## config.mk

```make
export PLATFORM = sky130hd
export DESIGN_NAME = div_seq_flat
export DESIGN_NICKNAME = d
export VERILOG_FILES = /design/src/rtl/div_seq_if.sv /design/src/rtl/div_seq.sv /design/src/flat_wrapper.sv
export SDC_FILE = /design/constraint.sdc
export NUM_CORES = 1
export LEC_CHECK = 0
export CORE_MARGIN = 8
export CORE_UTILIZATION = 49
export CTS_BUF_LIST = sky130_fd_sc_hd__clkbuf_16
export DETAILED_ROUTE_END_ITERATION = 12
export PLACE_DENSITY = 0.73
export SKIP_CTS_REPAIR_TIMING = 1
export SLEW_MARGIN = 0
export SYNTH_ARGS = -nofsm -noshare
export SYNTH_HDL_FRONTEND = slang
export SYNTH_SLANG_ARGS = --single-unit
```

## constraint.sdc

```tcl
create_clock -name clock -period 3 [get_ports clock]
set_clock_uncertainty 0.2 [all_clocks]
set_input_delay 0.6 -clock clock [delete_from_list [all_inputs] [get_ports clock]]
set_output_delay 0.6 -clock clock [all_outputs]
set_load 0.05 [all_outputs]
```

## src/rtl/div_seq_if.sv

```systemverilog
// Operand/result handshake bundle for div_seq: valid/ready on operands, valid/ready on results.
interface div_seq_if #(parameter int WIDTH = 16);
    logic             in_valid;
    logic             in_ready;
    logic [WIDTH-1:0] dividend;
    logic [WIDTH-1:0] divisor;
    logic             signed_op;
    logic             out_valid;
    logic             out_ready;
    logic [WIDTH-1:0] quotient;
    logic [WIDTH-1:0] remainder;
    logic             dbz;
    logic             ovf;

    modport master (
        output in_valid, dividend, divisor, signed_op, out_ready,
        input  in_ready, out_valid, quotient, remainder, dbz, ovf
    );

    modport slave (
        input  in_valid, dividend, divisor, signed_op, out_ready,
        output in_ready, out_valid, quotient, remainder, dbz, ovf
    );
endinterface

```

## src/rtl/div_seq.sv

```systemverilog
// Sequential radix-2 restoring divider, one quotient bit per cycle, valid/ready on both sides.
// Define DIV_SIGNED_EN to build two's-complement signed division (signed_op) with overflow reporting.
module div_seq #(
    parameter int WIDTH = 16
) (
    input logic      clock,
    input logic      reset,
    div_seq_if.slave bus
);
    // state | meaning
    // IDLE  | waiting for operands, in_ready=1
    // CALC  | WIDTH shift/subtract iterations
    // FIX   | sign correction and result load
    // DONE  | result held until out_ready
    typedef enum logic [1:0] {IDLE, CALC, FIX, DONE} state_t;

    localparam int CW = $clog2(WIDTH + 1);
    localparam logic [CW-1:0] LAST = CW'(WIDTH - 1);

    state_t           state;
    logic [CW-1:0]    count;
    logic [WIDTH:0]   acc;
    logic [WIDTH-1:0] dq;
    logic [WIDTH-1:0] dmag;

    logic [WIDTH-1:0] a_mag;
    logic [WIDTH-1:0] b_mag;
    logic [WIDTH:0]   shifted;
    logic [WIDTH:0]   trial;
    logic [WIDTH-1:0] q_fix;
    logic [WIDTH-1:0] r_fix;

`ifdef DIV_SIGNED_EN
    logic a_neg;
    logic b_neg;
    logic is_ovf;
    logic neg_q;
    logic neg_r;
    logic ovf_flag;

    always_comb begin
        a_neg  = bus.signed_op & bus.dividend[WIDTH-1];
        b_neg  = bus.signed_op & bus.divisor[WIDTH-1];
        a_mag  = a_neg ? -bus.dividend : bus.dividend;
        b_mag  = b_neg ? -bus.divisor : bus.divisor;
        // MIN / -1: magnitude path yields MIN with zero remainder, only the flag is extra
        is_ovf = bus.signed_op && (bus.dividend == {1'b1, {(WIDTH-1){1'b0}}}) && (&bus.divisor);
    end

    always_comb begin
        q_fix = neg_q ? -dq : dq;
        r_fix = neg_r ? -acc[WIDTH-1:0] : acc[WIDTH-1:0];
    end
`else
    always_comb begin
        a_mag = bus.dividend;
        b_mag = bus.divisor;
        q_fix = dq;
        r_fix = acc[WIDTH-1:0];
    end
`endif

    always_comb begin
        shifted = {acc[WIDTH-1:0], dq[WIDTH-1]};
        trial   = shifted - {1'b0, dmag};
    end

    assign bus.in_ready  = (state == IDLE);
    assign bus.out_valid = (state == DONE);

    always_ff @(posedge clock or posedge reset) begin
        if (reset) begin
            state         <= IDLE;
            count         <= '0;
            acc           <= '0;
            dq            <= '0;
            dmag          <= '0;
            bus.quotient  <= '0;
            bus.remainder <= '0;
            bus.dbz       <= 1'b0;
            bus.ovf       <= 1'b0;
`ifdef DIV_SIGNED_EN
            neg_q         <= 1'b0;
            neg_r         <= 1'b0;
            ovf_flag      <= 1'b0;
`endif
        end else begin
            case (state)
                IDLE: begin
                    if (bus.in_valid) begin
                        if (bus.divisor == '0) begin
                            bus.quotient  <= '1;
                            bus.remainder <= bus.dividend;
                            bus.dbz       <= 1'b1;
                            bus.ovf       <= 1'b0;
                            state         <= DONE;
                        end else begin
                            dq    <= a_mag;
                            dmag  <= b_mag;
                            acc   <= '0;
                            count <= '0;
`ifdef DIV_SIGNED_EN
                            neg_q    <= a_neg ^ b_neg;
                            neg_r    <= a_neg;
                            ovf_flag <= is_ovf;
`endif
                            state <= CALC;
                        end
                    end
                end
                CALC: begin
                    // trial MSB set means the subtract went negative: restore
                    if (trial[WIDTH]) begin
                        acc <= shifted;
                        dq  <= {dq[WIDTH-2:0], 1'b0};
                    end else begin
                        acc <= trial;
                        dq  <= {dq[WIDTH-2:0], 1'b1};
                    end
                    count <= count + 1'b1;
                    if (count == LAST) state <= FIX;
                end
                FIX: begin
                    bus.quotient  <= q_fix;
                    bus.remainder <= r_fix;
                    bus.dbz       <= 1'b0;
`ifdef DIV_SIGNED_EN
                    bus.ovf       <= ovf_flag;
`else
                    bus.ovf       <= 1'b0;
`endif
                    state <= DONE;
                end
                DONE: begin
                    if (bus.out_ready) state <= IDLE;
                end
                default: state <= IDLE;
            endcase
        end
    end
endmodule

```

## src/flat_wrapper.sv

```systemverilog
// flat-port wrapper written by rule: the top's interface ports become plain ports
module div_seq_flat 
#(
    parameter int WIDTH = 16
)
  (clock, reset, bus_in_valid, bus_dividend, bus_divisor, bus_signed_op, bus_out_ready, bus_in_ready, bus_out_valid, bus_quotient, bus_remainder, bus_dbz, bus_ovf);
  div_seq_if #(.WIDTH(WIDTH)) bus_i ();
  input logic clock;
  input logic reset;
  input wire logic [$bits(bus_i.in_valid)-1:0] bus_in_valid;
  input wire logic [$bits(bus_i.dividend)-1:0] bus_dividend;
  input wire logic [$bits(bus_i.divisor)-1:0] bus_divisor;
  input wire logic [$bits(bus_i.signed_op)-1:0] bus_signed_op;
  input wire logic [$bits(bus_i.out_ready)-1:0] bus_out_ready;
  output wire logic [$bits(bus_i.in_ready)-1:0] bus_in_ready;
  output wire logic [$bits(bus_i.out_valid)-1:0] bus_out_valid;
  output wire logic [$bits(bus_i.quotient)-1:0] bus_quotient;
  output wire logic [$bits(bus_i.remainder)-1:0] bus_remainder;
  output wire logic [$bits(bus_i.dbz)-1:0] bus_dbz;
  output wire logic [$bits(bus_i.ovf)-1:0] bus_ovf;
  assign bus_i.in_valid = bus_in_valid;
  assign bus_i.dividend = bus_dividend;
  assign bus_i.divisor = bus_divisor;
  assign bus_i.signed_op = bus_signed_op;
  assign bus_i.out_ready = bus_out_ready;
  assign bus_in_ready = bus_i.in_ready;
  assign bus_out_valid = bus_i.out_valid;
  assign bus_quotient = bus_i.quotient;
  assign bus_remainder = bus_i.remainder;
  assign bus_dbz = bus_i.dbz;
  assign bus_ovf = bus_i.ovf;
  div_seq #(.WIDTH(WIDTH)) u_core (.clock(clock), .reset(reset), .bus(bus_i));
endmodule
```

# ---- After elaboration in Yosys (flattened, before gate mapping)
# Cells that the tools add are included.
dict set report op_classes {
  n_reduce_logical 8
  n_addsub 2
  bitwise 1
  eq_ne 9
  n_mux 28
}
# cell count
set ops {}
lappend ops {{16-bit two-way mux} 9}
lappend ops {{16-bit one-hot mux with 2 select lines} 4}
lappend ops {{17-bit by 16-bit subtractor with 17-bit output} 1}
lappend ops {{16-bit zero test} 1}
lappend ops {{3-bit AND reduction} 4}
lappend ops {{5-bit two-way mux} 2}
lappend ops {{5-bit one-hot mux with 2 select lines} 1}
lappend ops {{2-bit two-way mux} 4}
lappend ops {{2-bit one-hot mux with 4 select lines} 1}
lappend ops {{2-bit inequality test (second input constant)} 3}
lappend ops {{5-bit by 1-bit adder with 5-bit output (second input constant)} 1}
lappend ops {{5-bit by 4-bit equality test with 1-bit output (second input constant)} 1}
lappend ops {{1-bit two-way mux} 5}
lappend ops {{2-bit equality test (second input constant)} 2}
lappend ops {{2-bit by 1-bit inequality test with 1-bit output (second input constant)} 2}
lappend ops {{1-bit one-hot mux with 2 select lines} 2}
lappend ops {{2-bit nonzero test} 2}
lappend ops {{2-bit by 1-bit equality test with 1-bit output (second input constant)} 1}
lappend ops {{2-bit zero test} 1}
lappend ops {{1-bit NOT} 1}
dict set report word_totals {
  regBits 89
  wordCells 57
}

# ---- Longest topological paths before layout
# Gate-level depths: netlist of run 1.
dict set report logic_depth {
  depth_word 4
  ltp_mapped 11
  ltp_nobuf 10
}

# ---- Least setup slack after synthesis of run 1
# No wires, ideal clock.
dict set report synth_path {
  path_kind {register -> register}
  startpoint {register u_core.dq[15]}
  endpoint {register u_core.acc[15]}
  required_ns 2.724
  stages_incl_launch_ff 11
  setup_time_ns 0.076
  setup_slack_ns 0.024
  period_less_slack_ns 2.976
  arrival_time_ns 2.700
  cell_sequence {dfrtp_1 > inv_1 > ha_1 > inv_1 > fa_1 > a211o_1 > a211o_1 > a211oi_2 > o221ai_2 > or4_1 > o21ai_1}
}
dict set report synth_between {
  elab_chain_cells 3
}
# item line
set synth_rtl {}
lappend synth_rtl {{start, declared} div_seq.sv:23} ;# logic [WIDTH-1:0] dq;
lappend synth_rtl {{start signal, assigned} div_seq.sv:98} ;# dq <= a_mag;
lappend synth_rtl {{start signal, assigned} div_seq.sv:115} ;# dq <= {dq[WIDTH-2:0], 1'b0};
lappend synth_rtl {{start signal, assigned} div_seq.sv:118} ;# dq <= {dq[WIDTH-2:0], 1'b1};
lappend synth_rtl {{17-bit by 16-bit subtractor with 17-bit output} div_seq.sv:65} ;# trial = shifted - {1'b0, dmag};
lappend synth_rtl {{16-bit two-way mux} div_seq.sv:113} ;# if (trial[WIDTH]) begin
lappend synth_rtl {{16-bit one-hot mux with 2 select lines} div_seq.sv:88} ;# case (state)
lappend synth_rtl {{end signal, assigned} div_seq.sv:114} ;# acc <= shifted;
lappend synth_rtl {{end signal, assigned} div_seq.sv:117} ;# acc <= trial;
lappend synth_rtl {{end, declared} div_seq.sv:22} ;# logic [WIDTH:0] acc;
# No other way between the ends.
# A chain may end at the register's enable or synchronous reset.

# ---- Worst setup path after layout of run 1
dict set report layout_path {
  startpoint {register u_core.dq[15]}
  endpoint {register u_core.acc[5]}
}
# The elaborated chain is that of the path after synthesis.

==> impl_metrics.py, run 1 <==
metrics = {
    "status": {
        "status": "complete, but fails checks",
        "violations": "setup timing",
    },
    "placement": {
        "place_inst": 731,
        "place_ws_ns": -0.186,
        "dp_hpwl_mm": 9.00,
        "portBuffers": 70,
        "routabilityCongestion": 0.907,
    },
    "routing": {
        "drtAntennaViolNets": 0,
        "drc_errors": 0,
        "num_vias": 4177,
        "firstDrtPassIters": 5,
        "viasPerCell": 5.53,
        "routed_wirelength_mm": 12.8,
        "wl_per_cell_um": 16.9,
        "drt_iter0_drc": 277,
    },
    "global_route": {
        "grt_overflow": 0,
        "grt_pass1_wl_mm": 20.3,
        "antenna_found_initial": 0,
        "grt_max_degree": 67,
        "grt_pass1_vias": 4203,
        "grtUsageTotal": 0.191,
    },
    "timing": {
        "fin_crit_ns": 3.11,
        "max_freq_ghz": 0.321,
        "min_period_over_period": 1.04,
        "rsz0062_at_grt": "yes",
        "worst_pin_slew_ns": 0.561,
        "setup_ws_ns": -0.112,
        "hold_violations": 0,
        "finalSetupViolations": 13,
        "drv_slew": 0,
        "slew_headroom": 0.622,
    },
    "worst_setup_path": {
        "endpoint": "u_core.acc[5]",
        "rrSetupSlack_ns": -0.11,
        "critical_path_class": "flip-flop to flip-flop",
        "worstPathRequired_ns": 3.07,
        "path_cells": "inv_2 > ha_4 > inv_2 > fa_2 > a211o_1 > a211o_1 > a211oi_4 > o221ai_4 > buf_12 > or4b_1 > nand2_1",
        "startpoint_type": "flip-flop",
        "crit_path_start": "u_core.dq[15]",
        "r2r-end": "u_core.acc[5]",
        "critPathCaptureType": "flip-flop",
        "critPathMaxFanout": 5,
        "crit_slowest_cell": "or4b_1",
        "cp_slowest_stage_delay_ns": 0.47,
        "r2r-start": "u_core.dq[15]",
        "reg2reg_depth": 11,
        "crit_arrival_ns": 3.18,
    },
    "die": {
        "dieArea_mm2": 0.0133,
        "chipHeight_um": 115,
        "start_util": 0.499,
        "core_mm2": 0.00968,
        "fp.dieW_um": 115,
        "fp-row-count": 36,
        "io_pins": 73,
    },
    "clock_network": {
        "htree_levels": 3,
        "clock_latency_ns": 0.34,
        "clock-root-buffer": "clkbuf_16",
        "clockBufferDepth": 2,
        "path_clk_slew_ns": 0.07,
        "clkSinkCount": 88,
        "cts_tree": "yes",
        "cts_buffers": 9,
    },
    "synthesis": {
        "synthCells": 525,
        "yosys_warnings": 0,
        "synth_top_area_frac": 0.456,
        "syn-num-nets": 585,
        "syn_area_per_cell_um2": 9.20,
        "yosysTopAreaCell": "dfrtp_1",
        "async_flop_share": 1.00,
        "synth.distinct_cells": 56,
        "synth_edf_count": 0,
        "ys_seq_area_frac": 0.456,
        "synth-seq-cells": 88,
        "synthTopCellsByArea": "dfrtp_1 (46%), mux2i_1 (8.1%), ha_1 (5.7%), o21ai_0 (5.6%), nand2_1 (4.4%)",
        "netlist_area_mm2": 0.00483,
        "synth_ff_type": "dfrtp_1",
    },
    "power": {
        "p_leak_uw": 0.00291,
        "irDropWorstVdd_uv": 592,
        "powerDensity_mw_per_mm2": 1200,
    },
    "finish": {
        "n_fill_cell": 789,
        "final_nets": 677,
        "final_common_cell": "dfrtp_1",
        "multi_input_area_mm2": 0.00245,
        "finalNonFillerCells": 755,
        "diodes": 0,
        "drive_gt1_frac": 0.119,
        "area.sequential_mm2": 0.00220,
        "final_cell_mix": "dfrtp_1 (88), clkdlybuf4s50_1 (70), nand2_1 (57), o21ai_0 (50), nor2_1 (43)",
        "area_delta_synth_final_pct": 32.5,
    },
    "flow_run": {
        "drv_cap": 0,
    },
    "hold_path": {
        "min_path_type": "flip-flop to flip-flop",
    },
}
## metal layers
metal | up-vias | part of all wire | GRT usage
li1 | 2042 | - | -
met1 | 2007 | 0.43 | 0.231
met2 | 99 | 0.51 | 0.340
met3 | 29 | 0.037 | 0.0273
met4 | 0 | 0.022 | 0.0595
met5 | - | 0 | 0
## state kept, by name, summed over array words and instances (netlist names)
register              cells
u_core.acc               16
u_core.bus.quotient      16
u_core.bus.remainder     16
u_core.dmag              16
u_core.dq                16
u_core.count              5
u_core.state              2
u_core.bus.dbz            1
## cells in the mapped netlist, drive strengths merged, types with 3 or more instances
cell and count:
dfrtp 88, nand2 57, o21ai 57, nor2 43, inv 42, mux2i 39
a21oi 35, clkbuf 23, ha 22, a31oi 16, buf 7, nand3 7
o21a 6, a211o 5, a21o 5, a32oi 5, nand4 5, and3 4
nor4 4, xnor2 4, a211oi 3, a22o 3, nand2b 3, o211ai 3
## worst min-delay path by stage
stage                     slack, ns         endpoint  depth (start not counted)             from
after floorplan                0.25  u_core.count[4]                          2  u_core.count[4]
after global placement         0.26  u_core.count[4]                          2  u_core.count[4]
after detailed placement       0.28  u_core.count[4]                          2  u_core.count[4]
after CTS                      0.29  u_core.count[4]                          2  u_core.count[4]
after global routing           0.32  u_core.count[4]                          2  u_core.count[4]
final                          0.29  u_core.count[4]                          2  u_core.count[4]
## cell families (layout without fill, tap and decap cells)
kind of cell    after synthesis  in the layout  share of synthesized area
simple gates                137            137                      0.127
flops                        88             88                      0.456
fa+ha+maj                    23             23                     0.0611
mux                          40             40                     0.0831
other cells                   1              1                   0.000776
buf+inv                      72            169                     0.0585
compound gates              158            158                      0.203
xor+xnor                      6              6                     0.0109
## worst max-delay path: cells and delay by family, from the launching register on
kind / cells / cell delay, ns
simple gates: 2 / 0.54
fa+ha+maj: 2 / 0.48
compound gates: 4 / 1.14
flops: 1 / 0.39
buf+inv: 3 / 0.30
## stage by stage
stage / total power [µW] / instance area, µm² / TNS [ns] / hold WS, ns / util
final: 7710 / 6400 / -0.858 / 0.287 / 0.661
after global routing: 8210 / 6400 / -2.41 / 0.318 / 0.661
after CTS: 7590 / 6250 / -2.95 / 0.292 / 0.646
after detailed placement: 6310 / 5930 / -1.53 / 0.275 / 0.612
after global placement: 6200 / 5930 / -0.995 / 0.263 / 0.612
after floorplan: 4880 / 4840 / 0 / 0.250 / -
## area by class of cell
| type | count | share of cell area |
|---|---|---|
| Multi-Input combinational cell | 365 | 0.383 |
| Sequential cell | 88 | 0.344 |
| Timing Repair Buffer | 111 | 0.171 |
| Clock inverter | 7 | 0.0158 |
| Inverter | 42 | 0.0252 |
| Clock buffer | 9 | 0.0352 |
| Tap cell | 133 | 0.0260 |
## power breakdown
part	total, µW	internal, µW	switching, µW
Sequential	2010	1700	319
Clock	1250	741	504
Combinational	4450	1730	2720
No activity file was read; power rests on OpenSTA's default activity.
==> run 2, diff against run 1 <==
- REMOVE_ABC_BUFFERS: default -> 1
- SETUP_SLACK_MARGIN: default -> 0.2
==> run 2 against run 1 <==
The run still ends with setup timing left. Largest cell class unchanged. First-iteration DRC count down 1.8%. Core utilization up 0.70 points. Critical path type unchanged. Power about the same. Largest power group unchanged. Global-route usage up 0.69 points. Worst hold slack better by 0.024 ns. Routed wire length down 2.6%. Sequential share of layout area down 0.36 points. Sequential power about the same.
==> impl_metrics.py, run 2 (synthesized netlist as in run 1, its figures left out) <==
metrics = {
    "status": {
        "status": "complete, but fails checks",
        "violations": "setup timing",
    },
    "die": {
        "fp-row-count": 36,
        "core_mm2": 0.00968,
        "dieArea_mm2": 0.0133,
        "fp.dieW_um": 115,
        "start_util": 0.499,
        "chipHeight_um": 115,
        "io_pins": 73,
    },
    "finish": {
        "drive_gt1_frac": 0.128,
        "final_cell_area_mm2": 0.00647,
        "final_core_util": 0.668,
        "final_cell_mix": "dfrtp_1 (88), clkdlybuf4s50_1 (69), nand2_1 (57), o21ai_0 (48), nor2_1 (43)",
        "area.sequential_mm2": 0.00220,
        "n_fill_cell": 825,
        "diodes": 0,
        "final_common_cell": "dfrtp_1",
        "final_nets": 682,
        "area_delta_synth_final_pct": 33.9,
        "multi_input_area_mm2": 0.00247,
    },
    "worst_setup_path": {
        "r2r-start": "u_core.dq[15]",
        "crit_family": "compound AO/OA/AOI/OAI gates",
        "cp_num_buf_inv": 3,
        "worstPathRequired_ns": 3.08,
        "crit_slowest_cell": "or4_1",
        "critical_path_class": "flip-flop to flip-flop",
        "critPathMaxFanout": 7,
        "reg2reg_depth": 11,
        "r2r-end": "u_core.acc[3]",
        "path_cells": "inv_2 > ha_4 > inv_2 > fa_2 > a211o_1 > a211o_1 > a211oi_2 > o221ai_2 > buf_12 > or4_1 > nand3_1",
        "crit_arrival_ns": 3.11,
        "startpoint_type": "flip-flop",
        "critPathCaptureType": "flip-flop",
        "rrSetupSlack_ns": -0.03,
        "cp_slowest_stage_delay_ns": 0.50,
    },
    "power": {
        "internal_power_uw": 4220,
        "p_comb_frac": 0.587,
        "clockPowerShare": 0.154,
        "p_sw_uw": 3490,
        "switching_share": 0.453,
        "p_leak_uw": 0.00294,
        "irDropWorstVdd_uv": 813,
        "pwr-share-seq": 0.259,
        "powerDensity_mw_per_mm2": 1190,
    },
    "routing": {
        "firstDrtPassIters": 4,
        "num_vias": 4193,
        "drc_errors": 0,
        "routed_wirelength_mm": 12.4,
        "viasPerCell": 5.52,
        "drtAntennaViolNets": 0,
        "wl_per_cell_um": 16.3,
        "drt_iter0_drc": 272,
    },
    "placement": {
        "dp_hpwl_mm": 9.05,
        "portBuffers": 70,
        "placed_cell_area_mm2": 0.00599,
        "routabilityCongestion": 0.889,
    },
    "timing": {
        "finalSetupViolations": 5,
        "hold_violations": 0,
        "slew_headroom": 0.608,
        "setup_tns_ns": -0.0970,
        "worst_pin_slew_ns": 0.582,
        "rsz0062_at_grt": "yes",
        "max_freq_ghz": 0.330,
        "setup_ws_ns": -0.0341,
        "drv_slew": 0,
        "min_period_over_period": 1.01,
        "fin_crit_ns": 3.03,
    },
    "hold_path": {
        "min_path_type": "flip-flop to flip-flop",
        "min-delay-start": "u_core.dq[12]",
        "min_to": "u_core.dq[12]",
        "hold_depth": 2,
    },
    "global_route": {
        "grt_pass1_wl_mm": 20.9,
        "grt_pass1_vias": 4219,
        "grt_max_degree": 89,
        "grt_overflow": 0,
        "antenna_found_initial": 0,
        "grtUsageTotal": 0.198,
    },
    "clock_network": {
        "cts_tree": "yes",
        "cts_buffers": 9,
        "clock-root-buffer": "clkbuf_16",
        "path_clk_slew_ns": 0.06,
        "htree_levels": 3,
        "clkSinkCount": 88,
        "clock_latency_ns": 0.34,
        "clockBufferDepth": 2,
    },
    "flow_run": {
        "drv_cap": 0,
    },
}
## run 2: worst min-delay path, cell delays in order, from the launching register on
cell and delay (ns):
dfrtp_1 0.37, nand2_1 0.05, o21ai_0 0.06
## run 2: cell type report
cell class                 instances  area share
multi-input combinational        365       0.381
timing repair buffer             116       0.180
clock inverter                     7      0.0133
clock buffer                       9      0.0348
tap                              133      0.0257
inverter                          42      0.0246
sequential                        88       0.340
## run 2: worst max path at each step
stage,start,endpoint,depth (start not counted)
global placement,u_core.dq[15],u_core.acc[3],11
detailed placement,u_core.dq[15],u_core.acc[3],11
floorplan,bus_divisor[7],u_core.dq[0],4
CTS,u_core.dq[15],u_core.acc[3],11
finish,u_core.dq[15],u_core.acc[3],11
global route,u_core.dq[15],u_core.acc[3],11
## run 2: stage by stage
| step | setup WS [ns] | instances | power, µW | hold slack, ns |
|---|---|---|---|---|
| floorplan | -1.36 | 495 | 4840 | 0.250 |
| global placement | -0.147 | 735 | 6250 | 0.264 |
| detailed placement | -0.199 | 735 | 6370 | 0.301 |
| CTS | -0.235 | 751 | 7570 | 0.315 |
| global route | -0.127 | 760 | 8240 | 0.340 |
| finish | -0.0341 | 760 | 7710 | 0.312 |
## run 2: power by group through the flow
stage          logic (µW)  registers, µW  clock network (µW)
2_1_floorplan        2150           2690                   0
3_3_place_gp         4260           1990                   0
3_5_place_dp         4350           2010                   0
4_1_cts              4380           1990                1200
5_1_grt              4930           2060                1250
6_report             4520           2000                1190
## run 2: layer usage
metal / routed length (µm) / global-route usage
met1: 5610 / 0.253
met2: 5960 / 0.324
met3: 686 / 0.0431
met4: 169 / 0.0648
met5: 0 / 0
==> run 3, diff against run 2 <==
- CTS_CLUSTER_SIZE: default -> 30
==> results of run 3 <==
The final DEF is identical to that of run 2; final timing and power are the same.
